--- src/rtl/mc_req_queue.sv ---
// Multi-channel request queue: one circular FIFO per input channel, round-robin pop output.
// Optional per-channel almost-full flags are built when MC_REQ_QUEUE_AFULL_EN is defined.
module mc_req_queue #(
  parameter  int NUM_CH       = 4,
  parameter  int WIDTH        = 64,
  parameter  int DEPTH        = 4,
  parameter  int AFULL_THRESH = 3,
  localparam int CNT_W        = $clog2(DEPTH + 1),
  localparam int SRC_W        = (NUM_CH > 1) ? $clog2(NUM_CH) : 1
) (
  input  logic                      clk,
  input  logic                      resetn,
  input  logic [NUM_CH-1:0]         ch_valid_i,
  input  logic [NUM_CH*WIDTH-1:0]   ch_data_i,
  output logic [NUM_CH-1:0]         ch_ready_o,
  input  logic                      pop_i,
  output logic                      empty_o,
  output logic [WIDTH-1:0]          data_o,
  output logic [SRC_W-1:0]          src_o,
  output logic [NUM_CH*CNT_W-1:0]   level_o
`ifdef MC_REQ_QUEUE_AFULL_EN
  ,
  output logic [NUM_CH-1:0]         afull_o
`endif
);

  localparam int PTR_W = $clog2(DEPTH);

  logic [NUM_CH-1:0] push;
  logic [NUM_CH-1:0] pop_ch;
  logic [NUM_CH-1:0] nonempty;
  logic [WIDTH-1:0]  head_data [NUM_CH];
  logic [SRC_W-1:0]  rr_ptr_q, rr_ptr_d;
  logic [SRC_W-1:0]  grant;
  logic              grant_found;
  logic              pop_fire;
  int                sel_idx;

  genvar gi;
  generate
    for (gi = 0; gi < NUM_CH; gi++) begin : g_ch
      logic [PTR_W-1:0] wr_ptr_q, rd_ptr_q;
      logic [CNT_W-1:0] count_q, count_d;
      logic [WIDTH-1:0] mem_q [DEPTH];

      // Ready comes from the registered count only, so a full channel stays blocked during a pop.
      assign ch_ready_o[gi] = resetn && (count_q < CNT_W'(DEPTH));
      assign push[gi]       = ch_valid_i[gi] && ch_ready_o[gi];
      assign pop_ch[gi]     = pop_fire && (grant == SRC_W'(gi));
      assign nonempty[gi]   = resetn && (count_q != '0);
      assign head_data[gi]  = mem_q[rd_ptr_q];
      assign level_o[gi*CNT_W +: CNT_W] = resetn ? count_q : '0;

      always_comb begin
        count_d = count_q;
        if (push[gi] && !pop_ch[gi]) begin
          count_d = count_q + 1'b1;
        end else if (!push[gi] && pop_ch[gi]) begin
          count_d = count_q - 1'b1;
        end
      end

      always_ff @(posedge clk) begin
        if (!resetn) begin
          wr_ptr_q <= '0;
          rd_ptr_q <= '0;
          count_q  <= '0;
        end else begin
          if (push[gi]) wr_ptr_q <= wr_ptr_q + 1'b1;
          if (pop_ch[gi]) rd_ptr_q <= rd_ptr_q + 1'b1;
          count_q <= count_d;
        end
      end

      always_ff @(posedge clk) begin
        if (push[gi]) mem_q[wr_ptr_q] <= ch_data_i[gi*WIDTH +: WIDTH];
      end

`ifdef MC_REQ_QUEUE_AFULL_EN
      logic afull_q;
      always_ff @(posedge clk) begin
        if (!resetn) afull_q <= 1'b0;
        else         afull_q <= (count_d >= CNT_W'(AFULL_THRESH));
      end
      assign afull_o[gi] = resetn && afull_q;
`endif
    end
  endgenerate

  // Rotating priority search starting at rr_ptr_q.
  always_comb begin
    grant       = '0;
    grant_found = 1'b0;
    sel_idx     = 0;
    for (int i = 0; i < NUM_CH; i++) begin
      sel_idx = int'(rr_ptr_q) + i;
      if (sel_idx >= NUM_CH) sel_idx = sel_idx - NUM_CH;
      if (!grant_found && nonempty[sel_idx[SRC_W-1:0]]) begin
        grant       = sel_idx[SRC_W-1:0];
        grant_found = 1'b1;
      end
    end
  end

  assign empty_o  = !grant_found;
  assign src_o    = grant;
  assign data_o   = head_data[grant];
  assign pop_fire = pop_i && grant_found;

  always_comb begin
    rr_ptr_d = rr_ptr_q;
    if (pop_fire) begin
      rr_ptr_d = (grant == SRC_W'(NUM_CH - 1)) ? '0 : grant + 1'b1;
    end
  end

  always_ff @(posedge clk) begin
    if (!resetn) rr_ptr_q <= '0;
    else         rr_ptr_q <= rr_ptr_d;
  end

endmodule

--- config.mk ---
export PLATFORM = sky130hd
export DESIGN_NAME = mc_req_queue
export DESIGN_NICKNAME = d
export VERILOG_FILES = /design/src/rtl/mc_req_queue.sv
export SDC_FILE = /design/constraint.sdc
export NUM_CORES = 1
export LEC_CHECK = 0
export CAP_MARGIN = 10
export CORE_MARGIN = 8
export CORE_UTILIZATION = 55
export CTS_CLUSTER_DIAMETER = 60
export DETAILED_ROUTE_END_ITERATION = 16
export PLACE_DENSITY_LB_ADDON = 0.25
export SLEW_MARGIN = 0
export SYNTH_ARGS = -nofsm -noshare
export SYNTH_HDL_FRONTEND = slang
export SYNTH_SLANG_ARGS = --single-unit
--- constraint.sdc ---
create_clock -name clk -period 5.89 [get_ports clk]
set_input_delay 0.589 -clock clk [delete_from_list [all_inputs] [get_ports clk]]
set_output_delay 0.589 -clock clk [all_outputs]
set_load 0.005 [all_outputs]
==> impl_metrics.env <==
export IMPL_cts_sinks=1062
export IMPL_wire_per_inst_um=29.5
export IMPL_fin_ws_ns=1.28
export IMPL_grt_pass1_vias=21700
export IMPL_syn_area_per_cell_um2=21.1
export IMPL_dpl_hpwl_mm=61.4
export IMPL_multi_input_area_mm2=0.00871
export IMPL_post_place_ws_ns=1.39
export IMPL_port_buffers=345
export IMPL_cellPowerDensity_mw_per_mm2=406
export IMPL_gr_usage_met3_pct=6.40
export IMPL_worstPathRequired_ns=5.30
export IMPL_n_fill_cell=4706
export IMPL_arrival_ns=4.02
export IMPL_regArea_mm2=0.0315
export IMPL_power_w=0.0198
export IMPL_grt_max_degree=137
export IMPL_final_nets=2596
export IMPL_drive_gt1_share_pct=19.8
export IMPL_ioPinCount=346
export IMPL_cts_made_buffers=104
export IMPL_cts_root_buf="clkbuf_16"
export IMPL_cts_tree="done"
export IMPL_routed_wl_mm=99.9
export IMPL_postCtsSetupRepairBufs=0
export IMPL_vias_per_cell=6.14
export IMPL_insertion_delay_ns=0.65
export IMPL_end_kind="output pin"
export IMPL_status="finished clean"
export IMPL_period_share_pct=78.3
export IMPL_cts_buffer_depth=3
export IMPL_start_util_pct=55.7
export IMPL_syn_area_mm2=0.0407
export IMPL_gp_congestion=0.780
export IMPL_rsz0062_at_grt="false"
export IMPL_drv_cap=0
export IMPL_clock_skew_ns=0.0200
export IMPL_rows=99
export IMPL_antenna_found_initial=38
export IMPL_tightest_slew_ns=1.18
export IMPL_route_antenna_remaining_nets=0
export IMPL_hold_class="flip-flop to flip-flop"
export IMPL_grt_usage_pct=24.2
export IMPL_dr_total_vias=20800
export IMPL_grt_pass1_wl_mm=146
export IMPL_grt_use_met1_pct=30.7
export IMPL_setup_viol=0
export IMPL_critPathLaunchType="primary input"
export IMPL_finalHoldViolCount=0
export IMPL_fin_crit_ns=4.61
export IMPL_leakage_nw=15.4
export IMPL_core_area_mm2=0.0731
export IMPL_max_vdd_ir_drop_mv=0.361
export IMPL_die_y_um=288
export IMPL_cp_max_fo=40
export IMPL_drc=0
export IMPL_path_class="primary input to output pin"
export IMPL_cts_clk_slew_worst_paths_ns=0.06
export IMPL_netlist_instances=1931
export IMPL_cts_resized=0
export IMPL_die_x_um=288
export IMPL_busiest_layer="met2"
export IMPL_max_freq_ghz=0.217
export IMPL_setup_tns_ns=0
export IMPL_drt_pass1_iterations=8
export IMPL_drtIter0Drc=2057
export IMPL_grt_remaining_overflow=0
export IMPL_synth_fp_nets=2219
export IMPL_yosysWarnings=0
export IMPL_area_growth_pct=19.9
export IMPL_ys_types=38
export IMPL_drv_slew=0
export IMPL_yosysSeqAreaShare_pct=77.4
export IMPL_cts_hold_buf=0
export IMPL_die_area_mm2=0.0829
export IMPL_htree_num_levels=3
export IMPL_use_met2_pct=41.4
export IMPL_yosys_register_bits=1062
export IMPL_slew_headroom_pct=21.1
synthesized netlist by cell type:
cell type | number | area [um^2]
nor3_1 | 2 | 10.0
buf_1 | 21 | 78.8
mux2i_1 | 10 | 100
nand3_1 | 2 | 10.0
xor2_1 | 9 | 78.8
buf_2 | 28 | 140
nand2b_4 | 1 | 13.8
mux4_2 | 256 | 5770
clkbuf_1 | 49 | 184
o41ai_1 | 4 | 35.0
a21oi_1 | 70 | 350
o311ai_1 | 1 | 8.76
o21ai_1 | 1 | 5.00
and2_1 | 18 | 113
o21ai_0 | 7 | 35.0
o21bai_1 | 1 | 7.51
a221oi_4 | 1 | 26.3
a311oi_1 | 1 | 8.76
xnor2_1 | 4 | 35.0
nor4_1 | 1 | 6.26
inv_2 | 2 | 7.51
nor2_1 | 21 | 78.8
inv_1 | 18 | 67.6
fa_1 | 4 | 80.1
dfxtp_1 | 38 | 761
or3_1 | 8 | 50.1
o311ai_2 | 1 | 16.3
nor4_2 | 1 | 12.5
o41a_1 | 1 | 11.3
a221oi_1 | 2 | 17.5
nand4_1 | 1 | 6.26
buf_4 | 10 | 75.1
edfxtp_1 | 1024 | 30700
and3_1 | 17 | 106
ha_1 | 21 | 263
nand2_1 | 206 | 773
a32oi_1 | 64 | 561
o31ai_1 | 5 | 37.5
critical path: stages:
cell             delay [ns]
clkdlybuf4s50_1        0.46
buf_4                  0.26
inv_2                  0.26
a221oi_1               0.42
o21ai_4                0.14
inv_4                  0.35
buf_4                  0.48
a21oi_1                0.14
a32oi_1                0.29
clkdlybuf4s50_1        0.58
where the power goes:
part / switching, W / leakage [nW] / internal [W] / total, W
Sequential: 0.000290 / 9.61 / 0.00867 / 0.00896
Clock: 0.00274 / 1.66 / 0.00383 / 0.00657
Combinational: 0.00221 / 4.15 / 0.00209 / 0.00429
cell families (layout without fill, tap and decap cells):
family / after synthesis / after routing / share of synthesized area [%]
XOR/XNOR: 13 / 13 / 0.280
buffers and inverters: 128 / 594 / 1.36
other: 0 / 29 / 0
multiplexers: 266 / 266 / 14.4
adder cells (fa/ha/maj): 25 / 25 / 0.843
flip-flops: 1062 / 1062 / 77.4
AO/OA/AOI/OAI: 159 / 159 / 2.75
AND/OR/NAND/NOR: 278 / 278 / 2.90
path summary, 6_finish.rpt:
| check | start | endpoint | slack, ns | cells past startpoint |
|---|---|---|---|---|
| max | resetn | data_o[9] | 1.28 | 10 |
| max reg2reg | g_ch[3].count_q[0] | g_ch[3].count_q[2] | 2.30 | 13 |
| min reg2reg | g_ch[1].rd_ptr_q[1] | flip-flop | 0.45 | 1 |
| min | g_ch[1].rd_ptr_q[1] | flip-flop | 0.45 | 1 |
stage by stage:
step	utilization, %	hold WS [ns]	instance area, um^2	instances
finish	66.8	0.445	48800	3385
global route	66.7	0.456	48700	3368
global placement	62.0	0.433	45300	3161
detailed placement	62.0	0.442	45300	3161
floorplan	-	0.427	40700	1931
CTS	66.7	0.447	48700	3356
per-layer routing:
| metal | share of wire, % | wire length, um |
|---|---|---|
| met3 | 8.8 | 8780 |
| met4 | 1.9 | 1930 |
| met2 | 51 | 51500 |
| met5 | 0.19 | 186 |
| met1 | 38 | 37600 |
cell type report:
type | count | share of cell area, %
Antenna cell | 29 | 0.149
Timing Repair Buffer | 379 | 7.73
Clock buffer | 127 | 5.69
Multi-Input combinational cell | 741 | 17.9
Inverter | 20 | 0.159
Clock inverter | 68 | 1.30
Sequential cell | 1062 | 64.7
Tap cell | 959 | 2.46
state kept, by name (all words and copies together) (netlist names), named ones only:
register,flops
rr_ptr_q,2
g_ch.rd_ptr_q,8
g_ch.wr_ptr_q,8
g_ch.count_q,12
g_ch.mem_q,1024
placed cells by master (no fill, tap or decap), types with 11 or more instances in the layout:
cell type / n
clkinv_2: 21
and2_1: 18
ha_1: 21
buf_4: 29
dfxtp_1: 30
a32oi_1: 64
clkbuf_1: 19
mux4_2: 256
nand2_1: 206
nor2_1: 21
clkinv_1: 23
inv_1: 18
clkdlybuf4s50_1: 345
bufinv_16: 11
clkbuf_16: 108
and3_4: 16
a21oi_1: 70
diode_2: 29
edfxtp_1: 1024
(Power assumes the default switching activity.)
